File: config.mk
export PLATFORM = sky130hd
export DESIGN_NAME = uart_rx
export DESIGN_NICKNAME = d
export VERILOG_FILES = /design/src/rtl/uart_rx.sv
export SDC_FILE = /design/constraint.sdc
export NUM_CORES = 1
export LEC_CHECK = 0
export BUFFER_PORTS_ARGS = -buffer_cell sky130_fd_sc_hd__clkbuf_2
export CORE_MARGIN = 2
export CORE_UTILIZATION = 51
export DETAILED_ROUTE_END_ITERATION = 8
export PLACE_DENSITY = 0.71
export SYNTH_ARGS = -nofsm -noshare
export SYNTH_HDL_FRONTEND = slang
export SYNTH_SLANG_ARGS = --single-unit
File: constraint.sdc
create_clock -name clk -period 3.61 [get_ports clk]
set_clock_uncertainty 0.1 [all_clocks]
set_input_delay 0.361 -clock clk [delete_from_list [all_inputs] [get_ports clk]]
set_output_delay 0.361 -clock clk [all_outputs]
set_load 0.02 [all_outputs]
File: src/rtl/uart_rx.sv
// rtl/uart_rx.sv - oversampled start/stop UART receiver with valid/ready output
// Mid-bit sampling driven by an external oversample tick; framing and overrun flagged as pulses.
module uart_rx #(
  parameter int DATA_BITS  = 8,
  parameter int OVERSAMPLE = 16
) (
  input  logic                 clk,
  input  logic                 reset,
  input  logic                 tick,
  input  logic                 rx,
  input  logic                 rx_ready,
  output logic [DATA_BITS-1:0] rx_data,
  output logic                 rx_valid,
  output logic                 frame_err,
  output logic                 overrun_err,
  output logic                 busy
);

  localparam int TW = $clog2(OVERSAMPLE);
  localparam int BW = $clog2(DATA_BITS);

  localparam logic [1:0] IDLE  = 2'd0;
  localparam logic [1:0] START = 2'd1;
  localparam logic [1:0] DATA  = 2'd2;
  localparam logic [1:0] STOP  = 2'd3;

  localparam logic [TW-1:0] HALF_T   = TW'(OVERSAMPLE / 2 - 1);
  localparam logic [TW-1:0] FULL_T   = TW'(OVERSAMPLE - 1);
  localparam logic [BW-1:0] LAST_BIT = BW'(DATA_BITS - 1);

  logic                 sync1_q, sync1_d;
  logic                 rxs_q, rxs_d;
  logic                 rxp_q, rxp_d;
  logic [1:0]           state_q, state_d;
  logic [TW-1:0]        tcnt_q, tcnt_d;
  logic [BW-1:0]        bit_idx_q, bit_idx_d;
  logic [DATA_BITS-1:0] shift_q, shift_d;
  logic [DATA_BITS-1:0] rx_data_q, rx_data_d;
  logic                 rx_valid_q, rx_valid_d;
  logic                 frame_err_q, frame_err_d;
  logic                 overrun_err_q, overrun_err_d;
  logic                 busy_q, busy_d;
  logic [TW-1:0]        tgt;
  logic                 hit;

  always_comb begin
    sync1_d       = rx;
    rxs_d         = sync1_q;
    rxp_d         = rxs_q;
    state_d       = state_q;
    tcnt_d        = tcnt_q;
    bit_idx_d     = bit_idx_q;
    shift_d       = shift_q;
    rx_data_d     = rx_data_q;
    rx_valid_d    = rx_valid_q;
    frame_err_d   = 1'b0;
    overrun_err_d = 1'b0;
    tgt           = (state_q == START) ? HALF_T : FULL_T;
    hit           = tick && (tcnt_q == tgt);

    if (rx_valid_q && rx_ready) begin
      rx_valid_d = 1'b0;
    end

    if (tick && state_q != IDLE) begin
      tcnt_d = hit ? '0 : tcnt_q + TW'(1);
    end

    case (state_q)
      IDLE: begin
        // Only a high-to-low transition starts a frame; a held-low line stays idle.
        if (rxp_q && !rxs_q) begin
          state_d = START;
          tcnt_d  = '0;
        end
      end
      START: begin
        if (hit) begin
          if (!rxs_q) begin
            state_d   = DATA;
            bit_idx_d = '0;
          end else begin
            state_d = IDLE;
          end
        end
      end
      DATA: begin
        if (hit) begin
          shift_d = {rxs_q, shift_q[DATA_BITS-1:1]};
          if (bit_idx_q == LAST_BIT) begin
            state_d = STOP;
          end else begin
            bit_idx_d = bit_idx_q + BW'(1);
          end
        end
      end
      default: begin
        // Leaving at mid-stop-bit leaves half a bit to catch a back-to-back start edge.
        if (hit) begin
          state_d = IDLE;
          if (!rxs_q) begin
            frame_err_d = 1'b1;
          end else if (rx_valid_q && !rx_ready) begin
            overrun_err_d = 1'b1;
          end else begin
            rx_data_d  = shift_q;
            rx_valid_d = 1'b1;
          end
        end
      end
    endcase

    busy_d = (state_d != IDLE);
  end

  always_ff @(posedge clk or posedge reset) begin
    if (reset) begin
      sync1_q       <= 1'b1;
      rxs_q         <= 1'b1;
      rxp_q         <= 1'b1;
      state_q       <= IDLE;
      tcnt_q        <= '0;
      bit_idx_q     <= '0;
      shift_q       <= '0;
      rx_data_q     <= '0;
      rx_valid_q    <= 1'b0;
      frame_err_q   <= 1'b0;
      overrun_err_q <= 1'b0;
      busy_q        <= 1'b0;
    end else begin
      sync1_q       <= sync1_d;
      rxs_q         <= rxs_d;
      rxp_q         <= rxp_d;
      state_q       <= state_d;
      tcnt_q        <= tcnt_d;
      bit_idx_q     <= bit_idx_d;
      shift_q       <= shift_d;
      rx_data_q     <= rx_data_d;
      rx_valid_q    <= rx_valid_d;
      frame_err_q   <= frame_err_d;
      overrun_err_q <= overrun_err_d;
      busy_q        <= busy_d;
    end
  end

  assign rx_data     = rx_data_q;
  assign rx_valid    = rx_valid_q;
  assign frame_err   = frame_err_q;
  assign overrun_err = overrun_err_q;
  assign busy        = busy_q;

endmodule

==> impl_results.html <==
<table>
<tr><th>Metric</th><th>Value</th></tr>
<tr><th colspan="2">Global route</th></tr>
<tr><td>Maximum number of pins on one net before global-route repair</td><td>33</td></tr>
<tr><td>Antenna violations before repair</td><td>0</td></tr>
<tr><td>Global-route total usage across every layer</td><td>16.5%</td></tr>
<tr><td>Overflow left after global routing</td><td>0</td></tr>
<tr><td>Number of global-route vias before repair</td><td>887</td></tr>
<tr><td>Wire length of the first global-routing pass</td><td>3970 microns</td></tr>
<tr><th colspan="2">Clock network</th></tr>
<tr><td>Clock latency of the later-clocked register in the worst-skew pair</td><td>0.33 ns</td></tr>
<tr><td>Cts repair resizes</td><td>0</td></tr>
<tr><td>Buffers from clock root to sink, at most</td><td>2</td></tr>
<tr><td>H-tree levels</td><td>2</td></tr>
<tr><td>Number of sinks handled by clock tree synthesis</td><td>32</td></tr>
<tr><td>Worst-path clk slew</td><td>roughly 0.1 ns</td></tr>
<tr><td>TritonCTS clock tree</td><td>built</td></tr>
<tr><td>Buffer type at the clock tree root</td><td>sky130_fd_sc_hd__clkbuf_4</td></tr>
<tr><td>CTS buffer count</td><td>5</td></tr>
<tr><th colspan="2">Yosys</th></tr>
<tr><td>Nets in the synthesized netlist</td><td>118</td></tr>
<tr><td>Number of distinct library cells after synthesis</td><td>28</td></tr>
<tr><td>Post-synthesis cell area</td><td>1380 sq um</td></tr>
<tr><td>Synthesis-stage register bit count</td><td>32</td></tr>
<tr><td>Combinational family with the most area after synthesis</td><td>multiplexers</td></tr>
<tr><td>Post-synthesis area per instance</td><td>~13 sq um</td></tr>
<tr><td>Number of instances in the synthesized netlist</td><td>110</td></tr>
<tr><td>Multiplexer share of the synthesized area</td><td>around 17%</td></tr>
<tr><td>XOR/XNOR Fraction of Synth Area</td><td>1.18%</td></tr>
<tr><td>Fraction of the yosys area taken by sequential cells</td><td>between 50% and 60%</td></tr>
<tr><td>Simple-gate portion of the synthesized area</td><td>11.9%</td></tr>
<tr><td>Synth warn</td><td>0</td></tr>
<tr><td>Post-synthesis share of cell area spent on full adders, half adders and majority gates</td><td>2.71%</td></tr>
<tr><td>Post-synthesis compound-gate area fraction</td><td>about 5.5%</td></tr>
<tr><th colspan="2">Setup path</th></tr>
<tr><td>CP Class</td><td>register to register</td></tr>
<tr><td>Element type at the critical path end</td><td>register</td></tr>
<tr><td>Startpoint Class</td><td>register</td></tr>
<tr><td>Critical path arrival</td><td>between 2 and 2.5 ns</td></tr>
<tr><td>Crit Path Max Fanout</td><td>8</td></tr>
<tr><td>Required time at the endpoint of the critical path</td><td>3.73 ns</td></tr>
<tr><th colspan="2">Routing</th></tr>
<tr><td>Final routed DRC violation total</td><td>0</td></tr>
<tr><td>Via density per instance</td><td>5.56</td></tr>
<tr><td>Number of nets with antenna violations after detailed routing</td><td>0</td></tr>
<tr><td>Number of iterations in the first detailed-routing pass</td><td>4</td></tr>
<tr><td>Count of vias placed by the detailed router</td><td>900</td></tr>
<tr><td>Final Routed Wirelength</td><td>between 2000 and 2500 microns</td></tr>
<tr><td>DRT iter0 DRCs</td><td>23</td></tr>
<tr><td>Routed wire per std cell</td><td>14.0 microns</td></tr>
<tr><th colspan="2">Timing</th></tr>
<tr><td>Setup repair after global routing missed its margin</td><td>no</td></tr>
<tr><td>Final hold violation count</td><td>0</td></tr>
<tr><td>Actual slew at the worst max-slew pin</td><td>0.718 ns</td></tr>
<tr><td>Relative slew margins</td><td>52.0%</td></tr>
<tr><td>Min setup slack post-route</td><td>1.37 ns</td></tr>
<tr><td>Fin crit period</td><td>~2.2 ns</td></tr>
<tr><td>Total count of max-transition violations in the final report</td><td>0</td></tr>
<tr><td>Final Cycle Share</td><td>62.0%</td></tr>
<tr><td>Highest attainable clock frequency</td><td>0.447 GHz</td></tr>
<tr><td>Final setup TNS</td><td>0 ns</td></tr>
<tr><td>Number of setup violations in the final report</td><td>0</td></tr>
<tr><th colspan="2">Placed design</th></tr>
<tr><td>Post-DP HPWL</td><td>~1500 microns</td></tr>
<tr><td>Instance count after placement with tap cells included</td><td>152</td></tr>
<tr><td>Pre-CTS WS</td><td>1.39 ns</td></tr>
<tr><td>Dpl cell area</td><td>1480 sq um</td></tr>
<tr><td>Number of buffer cells added on primary ports</td><td>16</td></tr>
<tr><td>Routability congestion estimate from global placement</td><td>0.691</td></tr>
<tr><th colspan="2">Power and ir drop</th></tr>
<tr><td>Internal power summed over all cells</td><td>0.623 mW</td></tr>
<tr><td>Fraction of power spent switching nets</td><td>30.3%</td></tr>
<tr><td>Peak ir drop on the vdd network</td><td>0.615 mV</td></tr>
<tr><td>Logic gate share of total power</td><td>between 20 and 25%</td></tr>
<tr><td>Switching pwr</td><td>between 0.2 and 0.3 mW</td></tr>
<tr><td>Pwr/cell area</td><td>around 570 nW/um^2</td></tr>
<tr><td>Static leakage</td><td>between 0.7 and 0.8 nW</td></tr>
<tr><td>Portion of total power attributed to the clock network</td><td>between 20% and 30%</td></tr>
<tr><td>Sequential power share</td><td>50.4%</td></tr>
<tr><th colspan="2">Die</th></tr>
<tr><td>Num ports</td><td>17</td></tr>
<tr><td>Height of the die</td><td>56.1 microns</td></tr>
<tr><td>Die outline area</td><td>3150 sq um</td></tr>
<tr><td>Initial standard-cell utilization of the core</td><td>between 50% and 60%</td></tr>
<tr><td>Die Span X</td><td>56.1 microns</td></tr>
<tr><td>Standard cell core area</td><td>roughly 2500 sq um</td></tr>
<tr><td>Num rows</td><td>18</td></tr>
<tr><th colspan="2">Finish</th></tr>
<tr><td>Final cell count without fillers</td><td>162</td></tr>
<tr><td>Post-synthesis to final-layout area growth</td><td>13.8%</td></tr>
<tr><td>Most used cells in the layout excluding fill and tap cells</td><td>29 x sky130_fd_sc_hd__dfrtp_1, 20 x sky130_fd_sc_hd__mux2_2, 16 x sky130_fd_sc_hd__clkbuf_2</td></tr>
<tr><td>Commonest non-fill, non-tap cell in the layout</td><td>sky130_fd_sc_hd__dfrtp_1</td></tr>
<tr><td>Share of final-layout standard cells stronger than drive strength 1</td><td>38.6%</td></tr>
<tr><td>Area of all placed cells without fillers</td><td>between 1500 and 2000 sq um</td></tr>
<tr><td>Count of antenna diodes in the layout</td><td>0</td></tr>
<tr><td>NumNets Final</td><td>139</td></tr>
<tr><th colspan="2">Status</th></tr>
<tr><td>Run status</td><td>completed</td></tr>
<tr><th colspan="2">Min path</th></tr>
<tr><td>Min-delay worst type</td><td>input port to register</td></tr>
<tr><th colspan="2">Job</th></tr>
<tr><td>Total of max-cap violations</td><td>0</td></tr>
</table>
[area by class of cell]
type	count	area, sq um
Clock buffer	6	41.3
Multi-Input combinational cell	68	531
Inverter	5	18.8
Clock inverter	2	35.0
Tap cell	30	37.5
Sequential cell	32	805
Fill cell	202	947
Timing Repair Buffer	19	108
[metal layers]
| metal | GRT usage, % | up-vias | wire length, microns |
|---|---|---|---|
| li1 | - | 422 | - |
| met1 | 20.0 | 447 | 1050 |
| met2 | 25.5 | 22 | 1040 |
| met3 | 6.51 | 9 | 110 |
| met5 | 0 | - | 0 |
| met4 | 7.82 | 0 | 65 |
[kinds of logic (layout without fill, tap and decap cells)]
family                     after synthesis  count (layout)
and+or+nand+nor                         31              31
muxes                                   21              21
xor gates and xnor gates                 1               1
AOI/OAI and AO/OA                       12              12
adders and majority gates                3               3
buffers and inverters                   10              32
DFF                                     32              32
[repair_timing]
item,CTS,global route
hold buffers,2,0
endpoints found under the hold margin,30,0
buffers inserted,0,0
[final timing paths]
check	startpoint	cells past startpoint	slack (ns)	to
worst min register to register	rxs_d$_DFF_PP1_	0	0.26	rxp_d$_DFF_PP1_
worst max register to register	tcnt_q[0]$_DFF_PP0_	5	1.37	rx_data[4]$_DFFE_PP0P_
worst max-delay path	tcnt_q[0]$_DFF_PP0_	5	1.37	rx_data[4]$_DFFE_PP0P_
max in group asynchronous	reset	4	2.54	rxp_d$_DFF_PP1_
worst min-delay path	rx_ready	3	0.21	overrun_err$_DFF_PP0_
min in group asynchronous	reset	4	0.54	rx_data[3]$_DFFE_PP0P_
[cells in the mapped netlist, drive strengths merged]
| cell | count | area (sq um) |
|---|---|---|
| o31ai | 3 | 22.5 |
| xnor2 | 1 | 16.3 |
| a2bb2oi | 1 | 8.76 |
| and3 | 1 | 6.26 |
| nor3 | 2 | 15.0 |
| ha | 3 | 37.5 |
| nand3 | 2 | 10.0 |
| nor3b | 1 | 7.51 |
| mux2 | 20 | 225 |
| dfstp | 3 | 78.8 |
| o21ai | 3 | 15.0 |
| and4 | 1 | 8.76 |
| nand2b | 2 | 12.5 |
| nor2b | 4 | 27.5 |
| a32o | 1 | 10.0 |
| mux2i | 1 | 10.0 |
| buf | 5 | 30.0 |
| nor4 | 1 | 6.26 |
| nor2 | 8 | 30.0 |
| nand4 | 2 | 12.5 |
| inv | 5 | 18.8 |
| a21oi | 4 | 20.0 |
| or2 | 1 | 6.26 |
| nand2 | 6 | 22.5 |
| dfrtp | 29 | 726 |
[critical path, stage by stage, from the launching register on]
cell	delay (ns)
sky130_fd_sc_hd__dfrtp_1	0.40
sky130_fd_sc_hd__ha_1	0.24
sky130_fd_sc_hd__and4_1	0.22
sky130_fd_sc_hd__nand4_1	0.14
sky130_fd_sc_hd__nor2b_1	0.61
sky130_fd_sc_hd__mux2_2	0.42
[flip-flops by register name, indices dropped and copies added (netlist names)]
signal       count
tcnt_q           4
rxp_q            1
frame_err        1
rx_valid         1
shift_q          8
bit_idx_q        3
rxp_d            1
rxs_d            1
overrun_err      1
busy             1
state_q          2
rx_data          8
[stage by stage]
step | hold slack (ns) | total power [mW] | util (%)
floorplan | 0.245 | 0.596 | -
global placement | 0.246 | 0.618 | 58.6
detailed placement | 0.247 | 0.630 | 58.6
CTS | 0.198 | 0.899 | 62.5
global route | 0.221 | 0.944 | 62.5
finish | 0.213 | 0.893 | 62.5
[power groups by stage]
stage                     Clock (mW)  Combinational, mW  Sequential (mW)
after CTS                      0.271              0.181            0.446
after floorplan                    0              0.165            0.430
after global routing           0.286              0.201            0.458
final                          0.263              0.180            0.450
after detailed placement           0              0.177            0.453
after global placement             0              0.167            0.450
(Power assumes the default switching activity.)
